<file path="config.mk">
export PLATFORM = sky130hd
export DESIGN_NAME = mem_stage_sram
export DESIGN_NICKNAME = d
export VERILOG_FILES = /design/src/rtl/mem_stage_sram.sv
export SDC_FILE = /design/constraint.sdc
export NUM_CORES = 1
export LEC_CHECK = 0
export CORE_ASPECT_RATIO = 0.6
export CORE_MARGIN = 5
export CORE_UTILIZATION = 30
export CTS_CLUSTER_DIAMETER = 150
export DETAILED_ROUTE_END_ITERATION = 10
export GPL_TIMING_DRIVEN = 0
export HOLD_SLACK_MARGIN = 0.06
export SLEW_MARGIN = 10
export SYNTH_ARGS = -nofsm -noshare
export SYNTH_HDL_FRONTEND = slang
export SYNTH_SLANG_ARGS = --single-unit
export TNS_END_PERCENT = 30
</file>
<file path="constraint.sdc">
create_clock -name clk -period 3.3 [get_ports clk]
set_input_delay 0.66 -clock clk [delete_from_list [all_inputs] [get_ports clk]]
set_output_delay 0.66 -clock clk [all_outputs]
set_load 0.01 [all_outputs]
</file>
<file path="src/rtl/mem_stage_sram.sv">
// rtl/mem_stage_sram.sv - memory stage: load/store over a 16-bit SRAM plus MEM/WB register
module mem_stage_sram #(
  parameter int ADDRESS_LEN = 32,
  parameter int BASE_ADDR   = 1024,
  parameter int SRAM_ADDR_W = 18,
  parameter int WAIT_CYCLES = 1
) (
  input  logic                   clk,
  input  logic                   rst,
  input  logic [ADDRESS_LEN-1:0] alu_res,
  input  logic [ADDRESS_LEN-1:0] val_rm,
  input  logic                   mem_r_en,
  input  logic                   mem_w_en,
  input  logic                   wb_en,
  input  logic [3:0]             dest,
  output logic                   ready,
  output logic [SRAM_ADDR_W-1:0] sram_addr,
  output logic [15:0]            sram_dq_out,
  input  logic [15:0]            sram_dq_in,
  output logic                   sram_we_n,
  output logic                   wb_en_out,
  output logic                   mem_r_en_out,
  output logic [ADDRESS_LEN-1:0] alu_res_out,
  output logic [ADDRESS_LEN-1:0] mem_data_out,
  output logic [3:0]             dest_out
);

  typedef enum logic [2:0] {
    IDLE  = 3'd0,
    RD_LO = 3'd1,
    RD_HI = 3'd2,
    WR_LO = 3'd3,
    WR_HI = 3'd4,
    DONE  = 3'd5
  } state_t;

  // Counter must hold 0..WAIT_CYCLES; keep at least one bit when no wait is needed.
  localparam int CNT_W = (WAIT_CYCLES < 1) ? 1 : $clog2(WAIT_CYCLES + 1);
  localparam logic [CNT_W-1:0] CNT_LAST = CNT_W'(WAIT_CYCLES);

  state_t           state, state_next;
  logic [CNT_W-1:0] cnt, cnt_next;
  logic             req;
  logic             last;
  logic [SRAM_ADDR_W-1:0] hw_lo, hw_hi;
  logic [15:0]      data_lo, data_hi;

  assign req  = mem_r_en | mem_w_en;
  assign last = (cnt == CNT_LAST);

  // Word index of the offset, doubled to a halfword address; below-base addresses simply wrap.
  assign hw_lo = SRAM_ADDR_W'(((alu_res - ADDRESS_LEN'(BASE_ADDR)) >> 2) << 1);
  assign hw_hi = {hw_lo[SRAM_ADDR_W-1:1], 1'b1};

  // State and hold-counter register.
  always_ff @(posedge clk) begin
    if (rst) begin
      state <= IDLE;
      cnt   <= '0;
    end else begin
      state <= state_next;
      cnt   <= cnt_next;
    end
  end

  // Next-state logic and the freeze signal; a simultaneous read+write request is a store.
  always_comb begin
    state_next = state;
    cnt_next   = cnt;
    ready      = 1'b0;
    case (state)
      IDLE: begin
        ready = !req;
        if (req) begin
          state_next = mem_w_en ? WR_LO : RD_LO;
          cnt_next   = '0;
        end
      end
      RD_LO, WR_LO: begin
        if (last) begin
          state_next = (state == WR_LO) ? WR_HI : RD_HI;
          cnt_next   = '0;
        end else begin
          cnt_next = cnt + 1'b1;
        end
      end
      RD_HI, WR_HI: begin
        if (last) begin
          state_next = DONE;
          cnt_next   = '0;
        end else begin
          cnt_next = cnt + 1'b1;
        end
      end
      DONE: begin
        ready      = 1'b1;
        state_next = IDLE;
      end
      default: state_next = IDLE;
    endcase
  end

  // SRAM pins decoded from state so address, data and strobe are steady across a whole phase.
  always_comb begin
    sram_addr   = '0;
    sram_dq_out = '0;
    sram_we_n   = 1'b1;
    case (state)
      RD_LO: sram_addr = hw_lo;
      RD_HI: sram_addr = hw_hi;
      WR_LO: begin
        sram_addr   = hw_lo;
        sram_dq_out = val_rm[15:0];
        sram_we_n   = 1'b0;
      end
      WR_HI: begin
        sram_addr   = hw_hi;
        sram_dq_out = val_rm[31:16];
        sram_we_n   = 1'b0;
      end
      default: ;
    endcase
  end

  // Sample read data on the final hold cycle of each read phase.
  always_ff @(posedge clk) begin
    if (rst) begin
      data_lo <= '0;
      data_hi <= '0;
    end else if (state == RD_LO && last) begin
      data_lo <= sram_dq_in;
    end else if (state == RD_HI && last) begin
      data_hi <= sram_dq_in;
    end
  end

  // MEM/WB register: advance when ready, otherwise inject a write-back bubble.
  always_ff @(posedge clk) begin
    if (rst) begin
      wb_en_out    <= 1'b0;
      mem_r_en_out <= 1'b0;
      alu_res_out  <= '0;
      mem_data_out <= '0;
      dest_out     <= '0;
    end else if (ready) begin
      wb_en_out    <= wb_en;
      mem_r_en_out <= mem_r_en;
      alu_res_out  <= alu_res;
      dest_out     <= dest;
      if (state == DONE) begin
        mem_data_out <= ADDRESS_LEN'({data_hi, data_lo});
      end
    end else begin
      wb_en_out <= 1'b0;
    end
  end

endmodule

</file>
# [Word-level counts from Yosys, hierarchy flattened]
# Index checks and enable logic that the tools add are counted.
[word_totals] regBits=106 latchBits=0 mem_bits_rw=0 rom_bits=0 output_inout_bits=106 memories=0
[classes] add_sub_neg=2 mul=0 n_div=0 order_cmp=0 n_eq_ne=8 shift=0 mux=13 n_bitwise=3 n_reduce_logical=14
[ops] op="one-hot mux 18 bit (2 select lines)" count=1
[ops] op="one-hot mux 16 bit (2 select lines)" count=1
[ops] op="subtractor 19 x 11 -> 19 bit, second input constant" count=1
[ops] op="2-to-1 mux 3 bit" count=4
[ops] op="one-hot mux 3 bit (3 select lines)" count=1
[ops] op="OR reduction 2 bit" count=4
[ops] op="equality test 3 x 2 -> 1 bit, second input constant" count=2
[ops] op="equality test 3 bit, second input constant" count=2
[ops] op="AND reduction 2 bit" count=3
[ops] op="!= test 2 x 1 -> 1 bit, second input constant" count=2
[ops] op="one-hot mux 1 bit (2 select lines)" count=2
[ops] op="OR reduction 4 bit" count=1
[ops] op="equality test 3 x 1 -> 1 bit, second input constant" count=1
[ops] op="zero test 3 bit" count=1
[ops] op="2-to-1 mux 1 bit" count=3
[ops] op="AND reduction 3 bit" count=1
[ops] op="logical AND 1 bit" count=2
[ops] op="2-to-1 mux 2 bit" count=1
[ops] op="!= test 2 bit, second input constant" count=1
[ops] op="NOT 1 bit" count=2
[ops] op="nonzero test 2 bit" count=1
[ops] op="adder 1 bit, second input constant" count=1
[ops] op="zero test 1 bit" count=1
[ops] op="bitwise OR 1 bit" count=1

# [Longest topological paths before layout]
[depth] ltp_word=5 mapped_depth=6 mapped_depth_nobuf=5

# [Worst setup path after synthesis]
# No wires, ideal clock.
[synth_timing] kind="in2out" from="input port alu_res[10]" to="output port sram_addr[17]" arrival_ns=1.994 setup_slack_ns=0.646 stages=5 path_buffers=0 cell_sequence="inv_1 ha_1 or3b_2 or4_1 a21oi_1"
[synth_between] elab_chain_len=2
[synth_lines] element="from (decl)" line="10" source="input logic [ADDRESS_LEN-1:0] alu_res,"
[synth_lines] element="subtractor 19 x 11 -> 19 bit" line="52" source="assign hw_lo = SRAM_ADDR_W'(((alu_res - ADDRESS_LEN'(BASE_ADDR)) >> 2) << 1);"
[synth_lines] element="one-hot mux 18 bit (2 select lines)" line="108" source="case (state)"
[synth_lines] element="to (decl)" line="17" source="output logic [SRAM_ADDR_W-1:0] sram_addr,"
# No other way between the ends.

# [Final worst setup path]
[layout_timing] from="input port alu_res[12]" to="output port sram_addr[16]"
# The elaborated chain is that of the path after synthesis.

==> metrics.cfg <==
[run_status]
status=completed

[place]
place_area_mm2=0.00700
dp_slack_ns=-0.491
gp_congestion=0.825
place_hpwl_um=13300
port_buffers=194

[floorplan]
dieArea_mm2=0.0187
coreArea_mm2=0.0155
ios=195
initial_core_util=0.309
row_count=35
die-width_um=173
die_h_um=108

[route]
viasPerCell=5.00
drtIter0Drc=268
route.antenna.remaining_nets=0
route.detailed.drc=0
drt-total-wl_um=17100
first_pass_iters=5
wl_per_cell_um=17.1
vias=4999

[setup_path]
cp_num_buf_inv=2
end_kind=primary output
cpMaxStageDelayCell=or4_4
critical_path_arrival_ns=2.55
cp_data_required_time_ns=2.64
start_kind=input pin
max_stage_delay_ns=0.56
cp_max_fo=5
path_delay_family=simple AND/OR/NAND/NOR gates
cp_cell_sequence=clkdlybuf4s50_1, or4_4, or3_1, a21oi_1, dlygate4sd2_1
path_class=in2out

[timing]
setup_violations=0
slew_viol_final=0
tightest_slew_ns=0.612
fin_crit_sh=0.972
layout_min_cycle_time_ns=3.21
slew_headroom=0.590
hold_violations=0
fmax_mhz=312
rsz0062_at_grt=no
skew_ns=0.00880
setup_slack_ns=0.0922

[cells_and_area]
fin_area_mm2=0.00729
finish.utilization=0.469
drive_gt1_frac=0.0566
fin_nets=881
synthToLayoutAreaGrowth_pct=51.8
n_fill_cell=1449

[clock_network]
h-tree-depth=3
clock-root-buffer=clkbuf_16
clock_latency_ns=0.34
clkSlewWorstSetupHoldPaths_ns=0.07
cts_tree=done
cts_sinks=106
clockBufferDepth=2
cts_made_buffers=9

[yosys]
synth_edf_count=0
syn-num-nets=676
yosysWarnings=0
synthDistinctLibCells=44
netlist_area_mm2=0.00480
synth_seq_area_share=0.442
synthFlopType=dfxtp_1
syn_inst=586
syn_avg_cell_area_um2=8.20
ys_seq_elements=106
async_flop_share=0

[run]
maxCapViolCount=0

[global_route]
grt_pass1_vias=5016
grt_pass1_wl_um=27200
overflow=0
grt_max_degree=18
grt_antenna_before_repair=1
globalRouteTotalUtil=0.180

[power_and_ir_drop]
leakagePower_nw=2.53
irDropWorstVdd_uv=233
power_density_mw_per_mm2=551

[min_path]
hold_class=reg2reg

cell families (layout without fill, tap and decap cells):
family | count (synthesis) | count (layout) | synth area share
fa+ha+maj | 1 | 1 | 0.00260
other cells | 0 | 1 | 0
buf+inv | 58 | 267 | 0.0589
compound gates | 141 | 141 | 0.180
mux | 17 | 17 | 0.0354
xor+xnor | 4 | 4 | 0.00729
simple gates | 259 | 259 | 0.274
flops | 106 | 106 | 0.442
metal layers:
| metal | track usage | routed length, um | vias up |
|---|---|---|---|
| met2 | 0.262 | 7060 | 205 |
| met1 | 0.261 | 8400 | 2340 |
| met5 | 0 | 0 | - |
| met3 | 0.0587 | 1510 | 10 |
| li1 | - | - | 2444 |
| met4 | 0.0324 | 104 | 0 |
worst paths after layout:
path                    start              end  slack (ns)  cells past startpoint
setup reg to reg     state[0]  mem_data_out[3]        1.28                      6
hold reg to reg    data_lo[5]  mem_data_out[5]        0.45                      2
setup / recovery  alu_res[12]    sram_addr[16]        0.09                      5
hold / removal     data_lo[5]  mem_data_out[5]        0.45                      2
sequential cells by signal, indices dropped and copies added, names as in the netlist:
name,count
alu_res_out,32
mem_data_out,32
data_hi,16
data_lo,16
dest_out,4
state,3
cnt,1
mem_r_en_out,1
wb_en_out,1
cell type report:
| type | instances | area (um^2) | area share |
|---|---|---|---|
| Tap cell | 203 | 254 | 0.0348 |
| Inverter | 6 | 22.5 | 0.00309 |
| Multi-Input combinational cell | 422 | 2420 | 0.332 |
| Timing Repair Buffer | 194 | 1940 | 0.266 |
| Sequential cell | 106 | 2120 | 0.291 |
| Clock inverter | 4 | 36.3 | 0.00498 |
| Buffer | 52 | 260 | 0.0357 |
| Antenna cell | 1 | 2.50 | 0.000343 |
| Clock buffer | 11 | 233 | 0.0319 |
synth_stat cells, types with 5 or more instances:
library cell  instances  area share
a31oi_1              35       0.046
nand2b_1             36       0.047
a21oi_1              70       0.073
and3b_1              16       0.029
dfxtp_1             106        0.44
inv_1                 6      0.0047
mux2i_1              17       0.035
nor2_1                9      0.0070
buf_2                15       0.016
clkbuf_1             30       0.023
and2_1                9       0.012
a32oi_1               5      0.0091
a22o_1               16       0.029
nand2_1             130        0.10
nand3_1              38       0.040
repair_timing:
action | in CTS | in global routing
gates cloned | 0 | 0
hold buffers | 0 | 0
hold endpoints to repair | 0 | 0
buffers inserted | 0 | 0
endpoints found under the setup margin | 6 | 16
resized for setup | 11 | 5
stage by stage:
stage / total power, mW / instances / hold slack (ns) / TNS (ns)
after global placement: 3.02 / 983 / 0.445 / -1.38
final: 4.02 / 999 / 0.451 / 0
after CTS: 4.03 / 998 / 0.455 / -0.0204
after detailed placement: 3.04 / 983 / 0.446 / -1.66
after floorplan: 2.29 / 586 / 0.432 / 0
after global routing: 4.23 / 999 / 0.467 / 0
worst min-delay path: stages, from the launching register on:
cell and delay, ns:
dfxtp_1 0.31, nand2_1 0.05, a21oi_1 0.05
power breakdown:
part / switching (mW) / total (mW) / internal, mW
clock network: 0.472 / 0.990 / 0.518
registers: 0.0868 / 1.49 / 1.40
logic: 0.796 / 1.54 / 0.745
total: 1.35 / 4.02 / 2.66
layout by cell type, fill, tap and decap left out, types with 2 or more instances in the layout:
cell type / n
and2_1: 9
nand2_1: 130
nor4bb_1: 2
o31ai_1: 3
dfxtp_1: 106
dlygate4sd2_1: 6
nand3_1: 38
nor2_1: 8
buf_2: 15
a21oi_1: 70
and3b_1: 16
nand2b_1: 36
a211oi_1: 2
o21ai_0: 4
inv_1: 6
mux2i_1: 17
clkbuf_1: 32
or4_4: 2
dlymetal6s2s_1: 2
xnor2_1: 2
a32oi_1: 5
buf_4: 2
clkdlybuf4s50_1: 185
nor3_1: 2
or3_1: 4
buf_6: 3
or4_1: 3
a22o_1: 16
a31oi_1: 35
clkbuf_16: 9
Note: power is estimated with default switching activity, not from simulation.
